--- src/rtl/prbs_pkg.sv ---
// Shared PRBS-31 (x^31 + x^28 + 1) definitions for the checker and the TX pattern generator.
package prbs_pkg;

  localparam int PRBS31_ORDER = 31;
  localparam int PRBS31_TAP_A = 31;
  localparam int PRBS31_TAP_B = 28;

  typedef enum logic {
    ST_SEEK   = 1'b0,
    ST_LOCKED = 1'b1
  } prbs_state_e;

  // state[k] holds b(n-31+k); the newest bit enters at the top
  function automatic logic [PRBS31_ORDER-1:0] prbs31_advance(
    input logic [PRBS31_ORDER-1:0] state,
    input int unsigned             nbits
  );
    logic [PRBS31_ORDER-1:0] s;
    logic                    fb;
    s = state;
    for (int unsigned i = 0; i < nbits; i++) begin
      fb = s[PRBS31_ORDER - PRBS31_TAP_A] ^ s[PRBS31_ORDER - PRBS31_TAP_B];
      s  = {fb, s[PRBS31_ORDER-1:1]};
    end
    return s;
  endfunction

endpackage

--- src/rtl/prbs31_word_gen.sv ---
// Combinational PRBS-31 word generator: one DATA_WIDTH-bit word (bit 0 earliest) plus the
// successor state. Shared with the TX pattern generator.
module prbs31_word_gen
  import prbs_pkg::*;
#(
  parameter int DATA_WIDTH = 80
) (
  input  logic [PRBS31_ORDER-1:0] state_in,
  output logic [DATA_WIDTH-1:0]   word_out,
  output logic [PRBS31_ORDER-1:0] state_out
);

  logic [PRBS31_ORDER-1:0] s_walk;

  always_comb begin
    word_out = '0;
    s_walk   = state_in;
    for (int i = 0; i < DATA_WIDTH; i++) begin
      s_walk      = prbs31_advance(s_walk, 1);
      word_out[i] = s_walk[PRBS31_ORDER-1];
    end
    state_out = s_walk;
  end

endmodule

--- config.mk ---
export PLATFORM = sky130hd
export DESIGN_NAME = prbs31_word_gen
export DESIGN_NICKNAME = d
export VERILOG_FILES = /design/src/rtl/prbs_pkg.sv /design/src/rtl/prbs31_word_gen.sv
export SDC_FILE = /design/constraint.sdc
export NUM_CORES = 1
export LEC_CHECK = 0
export ABC_AREA = 0
export BUFFER_PORTS_ARGS = -buffer_cell sky130_fd_sc_hd__buf_2
export CORE_MARGIN = 2
export CORE_UTILIZATION = 30
export DETAILED_ROUTE_END_ITERATION = 6
export PLACE_DENSITY = 0.85
export SLEW_MARGIN = 40
export SYNTH_ARGS = -nofsm -noshare
export SYNTH_HDL_FRONTEND = slang
export SYNTH_SLANG_ARGS = --single-unit
--- constraint.sdc ---
create_clock -name vclk -period 1
set_clock_uncertainty 0.05 [all_clocks]
set_input_delay 0.1 -clock vclk [all_inputs]
set_output_delay 0.1 -clock vclk [all_outputs]
set_load 0.02 [all_outputs]
==> flow_summary.json, run 1 <==
{
  "status": "stopped before the end",
  "haltStage": "4_1_cts",
  "firstError": "[ERROR DPL-0033] detailed placement checks failed during check placement.",
  "die_h_um": 64.0,
  "syn-mean-instance-area_um2": 8.12,
  "cts_hold_buffers": 0,
  "syn_nets": 164,
  "synth_cell_type_count": 7,
  "portBuffers": 142,
  "synth_seq_area_share_pct": 0,
  "synth_area_um2": 1080,
  "ys_warn_count": 0,
  "chipWidth_um": 64.0,
  "place_ws_ps": -197,
  "cts_setup_buffers": 5,
  "post_cts_resized": 149,
  "gp_congestion": 0.732,
  "initial_utilization_pct": 31.9,
  "hpwl_um": 3350,
  "rows": 21,
  "num_io_pins": 142,
  "syn_inst": 133
}
==> through the flow <==
| step | setup TNS (ps) | std cells | area, um^2 |
|---|---|---|---|
| after detailed placement | -5700 | 322 | 2670 |
| after global placement | -4900 | 322 | 2670 |
| after floorplan | -2840 | 133 | 2000 |
==> cell usage after synthesis (all sizes together) <==
master  count  area share, %
xor2       55             47
buf        40             26
xnor2      31             25
inv         6            2.1
clkbuf      1           0.35
==> logic make-up after synthesis <==
logic type                synth area share (%)
xor gates and xnor gates                  71.8
buffers and inverters                     28.2
==> run 2: changes to the inputs <==
- CORE_UTILIZATION: 30 -> 20
- PLACE_DENSITY: 0.85 -> unset
- PLACE_DENSITY_LB_ADDON: unset -> 0.15
- clock period: 1 -> 1.3 ns (I/O delays scaled with it)
==> flow_summary.json, run 2 <==
{
  "antenna_left": 0,
  "path_delay_family": "XOR/XNOR gates",
  "yosysMostFrequentCell": "xor2_1",
  "gp_congestion": 0.689,
  "cp_max_fo": 5,
  "core-area_um2": 5170,
  "ir_worst_vdd_mv": 0.333,
  "num_io_pins": 142,
  "postLayoutCellArea_um2": 2090,
  "placed_cell_area_um2": 2060,
  "drc": 0,
  "rsz0062_at_grt": "no",
  "tightest_slew_ps": 480,
  "fillers": 510,
  "initial_utilization_pct": 20.9,
  "vias_per_cell": 3.59,
  "finalSetupViolCount": 0,
  "grt_pass1_wl_um": 4750,
  "worstSetupStartpointType": "primary input",
  "synth_area_um2": 1080,
  "cp.arrival_ps": 1040,
  "crit_chain": "buf_2 > xnor2_1 > xnor2_4 > buf_2",
  "num_vias": 1123,
  "ys_warn_count": 0,
  "syn-mean-instance-area_um2": 8.12,
  "nClkBuffers": 0,
  "cap_violations": 0,
  "p_per_area_nw_per_um2": 893,
  "setup_tns_ps": 0,
  "first_iter_violations": 12,
  "m1WireLength_um": 1110,
  "synth_cell_type_count": 7,
  "grt_max_degree": 6,
  "rows": 26,
  "crit_slowest_cell": "xnor2_1",
  "slowest_delay_ps": 400,
  "layout_common_cells": "buf_2, xor2_1, xnor2_1",
  "die_h_um": 77.5,
  "final_nets": 276,
  "grt_pass1_vias": 1050,
  "clock.fmax_mhz": 817,
  "yosys-top-cells-area": "xor2_1, xnor2_1, buf_4",
  "cts_hold_buffers": 0,
  "hold_viol": 0,
  "antenna_found_initial": 0,
  "seqCellArea_um2": 0,
  "synth_seq_area_share_pct": 0,
  "synth_mux_area_share_pct": 0,
  "synth_fa_ha_area_share_pct": 0,
  "overflow": 0,
  "grt.total_usage_pct": 9.03,
  "status": "finished, final reports clean",
  "dr_wl_met2_um": 1590,
  "top_layer_used": "met3",
  "wl_um": 2960,
  "worstPathRequired_ps": 1120,
  "leakagePower_nw": 1.06,
  "synth-xor-area-share_pct": 71.8,
  "crit_top_cell": "buf_2",
  "avgRoutedWirePerCell_um": 9.46,
  "syn2layout_area_growth_pct": 93.5,
  "wl_met3_um": 264,
  "final_max_slew_viol_count": 0,
  "syn_inst": 133,
  "chipWidth_um": 77.5,
  "final_common_cell": "buf_2",
  "synth_common_cells": "xor2_1, buf_4, xnor2_1, buf_2, inv_1",
  "diodes": 0,
  "fin_crit_sh_pct": 94.2,
  "dr.pass1.iters": 4,
  "hp-class": "in -> out",
  "portBuffers": 142,
  "slew_headroom_pct": 67.7,
  "hold_slack_ps": 528,
  "synth_compound_area_share_pct": 0,
  "synth_top_cell_area_share_pct": 42.2,
  "hpwl_um": 2780,
  "p_total_mw": 1.87,
  "end_kind": "primary output",
  "syn_nets": 164,
  "synth-simple-area-share_pct": 0,
  "layout-drive-gt1-share_pct": 77.0,
  "synth.largest_area_cell": "xor2_1",
  "synth_top_family_by_area": "XOR/XNOR gates",
  "finalCriticalPeriod_ps": 1220,
  "die-area_um2": 6000,
  "seq_cells": 0,
  "cp_num_buf_inv": 2,
  "path_class": "in -> out"
}
[run 2: final cells by class]
| cell class | count | area [um^2] | share of cell area [%] |
|---|---|---|---|
| timing repair buffer | 151 | 791 | 37.8 |
| tap | 70 | 87.6 | 4.19 |
| multi-input combinational | 86 | 1190 | 56.9 |
| inverter | 6 | 22.5 | 1.08 |
[run 2: kinds of logic after synthesis]
| group | Yosys count |
|---|---|
| xor gates and xnor gates | 86 |
| buffers and inverters | 47 |
[run 2: metrics by stage]
step	cells	util [%]	setup WS [ps]
2_1_floorplan	133	-	-114
3_3_place_gp	312	39.9	52.1
3_5_place_dp	312	39.9	53.1
4_1_cts	312	39.9	51.2
5_1_grt	313	40.4	5.77
6_report	313	40.4	76.0
[run 2: final timing paths]
kind                startpoint      endpoint  cells after the start
setup / recovery  state_in[16]  word_out[69]                      4
hold / removal     state_in[0]  word_out[31]                      3
[run 2: layer usage]
layer	GRT usage [%]	vias to the layer above
met1	11.2	485
li1	-	567
met2	17.5	71
met5	0	-
met3	1.05	0
met4	0.357	0
[run 2: tightest hold or removal path, stage by stage]
cell	delay, ps
buf_2	100
xor2_1	60
buf_2	160
[run 2: report_power, final]
| part | switching, mW | leakage (nW) | total (mW) | internal, mW |
|---|---|---|---|---|
| clock | 0 | 0 | 0 | 0 |
| combinational | 1.18 | 1.06 | 1.87 | 0.692 |
| sequential | 0 | 0 | 0 | 0 |
| total | 1.18 | 1.06 | 1.87 | 0.692 |
[run 2: timing repair]
action                                  in CTS  in global routing
endpoints found under the setup margin       0                  6
setup buffers                                0                  1
resized for setup                            0                  1
Note: power is estimated with default switching activity, not from simulation.
==> run 3: changes to the inputs <==
- CORE_AREA: unset -> 2 2 63 65
- CORE_MARGIN: 2 -> unset
- CORE_UTILIZATION: 20 -> unset
- DIE_AREA: unset -> 0 0 65 67
==> flow_summary.json, run 3 (same netlist as run 2, synthesis figures left out) <==
{
  "ir_worst_vdd_mv": 0.455,
  "num_vias": 1133,
  "seqCellArea_um2": 0,
  "finalCriticalPeriod_ps": 1230,
  "first_iter_violations": 13,
  "final_nets": 276,
  "seq_cells": 0,
  "die-area_um2": 4360,
  "hold_start": "state_in[2]",
  "drc": 0,
  "leakagePower_nw": 1.05,
  "p_per_area_nw_per_um2": 905,
  "path_class": "in -> out",
  "tightest_slew_ps": 428,
  "p_clk_share_pct": 0,
  "cp_max_fo": 5,
  "slew_headroom_pct": 71.3,
  "grt_pass1_wl_um": 4000,
  "final_max_slew_viol_count": 0,
  "p_switching_mw": 1.17,
  "p_int_uw": 683,
  "pwr-share-comb_pct": 100.0,
  "place_inst": 291,
  "core-area_um2": 3610,
  "end_kind": "primary output",
  "rows": 22,
  "chipWidth_um": 65,
  "fin_crit_sh_pct": 94.7,
  "rsz0062_at_grt": "no",
  "cp.arrival_ps": 1050,
  "worstSetupStartpointType": "primary input",
  "finalSetupViolCount": 0,
  "final_common_cell": "buf_2",
  "cts_hold_buffers": 0,
  "clock.fmax_mhz": 812,
  "portBuffers": 142,
  "diodes": 0,
  "antenna_found_initial": 0,
  "die_h_um": 67,
  "grt_max_degree": 6,
  "seqPwrFrac_pct": 0,
  "dr.pass1.iters": 2,
  "wl_um": 2770,
  "cts_setup_buffers": 0,
  "post_cts_resized": 0,
  "fin_util_pct": 56.6,
  "antenna_left": 0,
  "cap_violations": 0,
  "status": "finished, final reports clean",
  "gp_congestion": 0.688,
  "hold_viol": 0,
  "hp-class": "in -> out",
  "avgRoutedWirePerCell_um": 9.51,
  "hold_depth": 3,
  "grt.total_usage_pct": 10.8,
  "layout_common_cells": "buf_2, xor2_1, xnor2_1",
  "nClkBuffers": 0,
  "syn2layout_area_growth_pct": 89.1,
  "grt_pass1_vias": 954,
  "initial_utilization_pct": 29.9,
  "overflow": 0,
  "num_io_pins": 142,
  "layout-drive-gt1-share_pct": 76.5,
  "vias_per_cell": 3.89,
  "hold_path_end": "word_out[33]",
  "swShare_pct": 63.1,
  "hpwl_um": 2640,
  "worstPathRequired_ps": 1120,
  "instances_no_fill": 291
}
-- run 3: worst max-delay path by stage --
stage / cells past startpoint / to / slack [ps] / start
CTS: 4 / state_out[20] / 50 / state_in[16]
global placement: 4 / word_out[69] / 70 / state_in[16]
global route: 4 / word_out[63] / 8 / state_in[10]
finish: 4 / state_out[20] / 70 / state_in[16]
floorplan: 4 / word_out[68] / -110 / state_in[15]
detailed placement: 4 / state_out[20] / 50 / state_in[16]
-- run 3: routing by layer --
| layer | up-vias | GRT usage (%) | wire, um |
|---|---|---|---|
| met1 | 491 | 11.9 | 915 |
| met5 | - | 0 | 0 |
| met2 | 76 | 22.7 | 1490 |
| met4 | 0 | 0 | 0 |
| met3 | 0 | 1.86 | 360 |
| li1 | 566 | - | - |
-- run 3: final cells by class --
type	instances	area [um^2]
fillers	342	1560
multi-input cells	86	1180
repair buffers	151	778
well taps	48	60.1
inverters	6	22.5
-- run 3: critical path, cell delays in order --
cell and delay, ps:
buf_2 190, xnor2_1 400, xnor2_4 160, buf_2 180
-- run 3: power groups by stage --
| stage | clock network (mW) | logic, mW | registers [mW] |
|---|---|---|---|
| global route | 0 | 1.96 | 0 |
| finish | 0 | 1.85 | 0 |
| global placement | 0 | 1.87 | 0 |
| CTS | 0 | 1.88 | 0 |
| floorplan | 0 | 1.48 | 0 |
| detailed placement | 0 | 1.87 | 0 |
-- run 3: stage by stage --
stage | hold slack, ps | worst slack (ps) | total power [mW] | TNS, ps | cell area (um^2)
after floorplan | 289 | -114 | 1.48 | -516 | 1490
final | 525 | 68.3 | 1.85 | 0 | 2040
after global routing | 531 | 8.15 | 1.96 | 0 | 2040
after detailed placement | 526 | 52.9 | 1.87 | 0 | 2040
after CTS | 528 | 53.0 | 1.88 | 0 | 2040
after global placement | 521 | 66.8 | 1.87 | 0 | 2040
==> run 4: changes to the inputs <==
- PLACE_DENSITY: unset -> 0.76
- PLACE_DENSITY_LB_ADDON: 0.15 -> unset
- SLEW_MARGIN: 40 -> 20
==> flow_summary.json, run 4 (same netlist as run 2, synthesis figures left out) <==
{
  "status": "finished, final reports clean",
  "crit_slowest_cell": "xnor2_1",
  "hold_viol": 0,
  "seqPwrFrac_pct": 0,
  "finalCriticalPeriod_ps": 1240,
  "hpwl_um": 2840,
  "p_total_mw": 1.86,
  "final_nets": 276,
  "avgRoutedWirePerCell_um": 10.2,
  "finalSetupViolCount": 0,
  "diodes": 0,
  "portBuffers": 142,
  "p_per_area_nw_per_um2": 909,
  "cap_violations": 0,
  "nClkBuffers": 0,
  "initial_utilization_pct": 29.9,
  "final_common_cell": "buf_2",
  "cp_max_fo": 5,
  "cp_num_buf_inv": 2,
  "num_vias": 1165,
  "slew_headroom_pct": 71.0,
  "grt.total_usage_pct": 11.6,
  "p_clk_share_pct": 0,
  "vias_per_cell": 4.00,
  "rsz0062_at_grt": "no",
  "layout-drive-gt1-share_pct": 76.5,
  "cp.arrival_ps": 1060,
  "core-area_um2": 3610,
  "chipWidth_um": 65,
  "die-area_um2": 4360,
  "antenna_left": 0,
  "overflow": 0,
  "path_class": "in -> out",
  "swShare_pct": 63.3,
  "seq_cells": 0,
  "slowest_delay_ps": 400,
  "layout_common_cells": "buf_2, xor2_1, xnor2_1",
  "grt_pass1_vias": 972,
  "worstPathRequired_ps": 1120,
  "leakagePower_nw": 1.05,
  "hp-class": "in -> out",
  "wl_um": 2970,
  "end_kind": "primary output",
  "first_iter_violations": 12,
  "gp_congestion": 0.734,
  "cts_setup_buffers": 0,
  "dr.pass1.iters": 4,
  "clock.fmax_mhz": 809,
  "crit_top_cell": "buf_2",
  "pwr-share-comb_pct": 100.0,
  "p_int_uw": 681,
  "cts_hold_buffers": 0,
  "drc": 0,
  "rows": 22,
  "fin_crit_sh_pct": 95.1,
  "post_cts_resized": 0,
  "p_switching_mw": 1.18,
  "grt_pass1_wl_um": 4210,
  "worstSetupStartpointType": "primary input",
  "syn2layout_area_growth_pct": 89.1,
  "die_h_um": 67,
  "setup_slack_ps": 63.1,
  "antenna_found_initial": 0,
  "seqCellArea_um2": 0,
  "grt_max_degree": 6,
  "path_delay_family": "XOR/XNOR gates",
  "final_max_slew_viol_count": 0,
  "place_ws_ps": 45.9,
  "crit_chain": "buf_2 > xnor2_1 > xnor2_4 > buf_2",
  "tightest_slew_ps": 432,
  "num_io_pins": 142,
  "ir_worst_vdd_mv": 0.446
}
## run 4: cell counts in the layout (fill, tap and decap cells not counted)
Identical to the previous run, type by type.
## run 4: final timing paths
| kind | slack [ps] | depth (start not counted) | end | startpoint |
|---|---|---|---|---|
| worst max-delay path | 60 | 4 | word_out[69] | state_in[16] |
| worst min-delay path | 520 | 3 | word_out[33] | state_in[2] |
## run 4: final cells by class
class              count  area [um^2]
multi-input cells     86         1180
fillers              324         1560
inverters              6         22.5
repair buffers       151          778
well taps             48         60.1
## run 4: metal layers
| layer | up-vias | routed length (um) | track usage [%] |
|---|---|---|---|
| met5 | - | 0 | 0 |
| met3 | 0 | 258 | 0.338 |
| met1 | 530 | 1060 | 14.1 |
| met2 | 68 | 1650 | 23.7 |
| met4 | 0 | 0 | 0 |
| li1 | 567 | - | - |
## run 4: tightest hold or removal path, cell delays in order
cell,delay (ps)
buf_2,100
xor2_1,60
buf_2,150
## run 4: power groups by stage
stage / Clock [mW] / Sequential [mW] / Combinational (mW)
after global routing: 0 / 0 / 1.97
after CTS: 0 / 0 / 1.88
after global placement: 0 / 0 / 1.87
after floorplan: 0 / 0 / 1.48
after detailed placement: 0 / 0 / 1.88
final: 0 / 0 / 1.86
## run 4: per-stage QoR
step	cell area, um^2	cells	utilization [%]	hold slack [ps]	setup TNS, ps
CTS	2040	291	56.6	528	0
detailed placement	2040	291	56.6	525	0
global placement	2040	291	56.6	525	0
global route	2040	291	56.6	540	0
floorplan	1490	133	-	289	-516
finish	2040	291	56.6	524	0
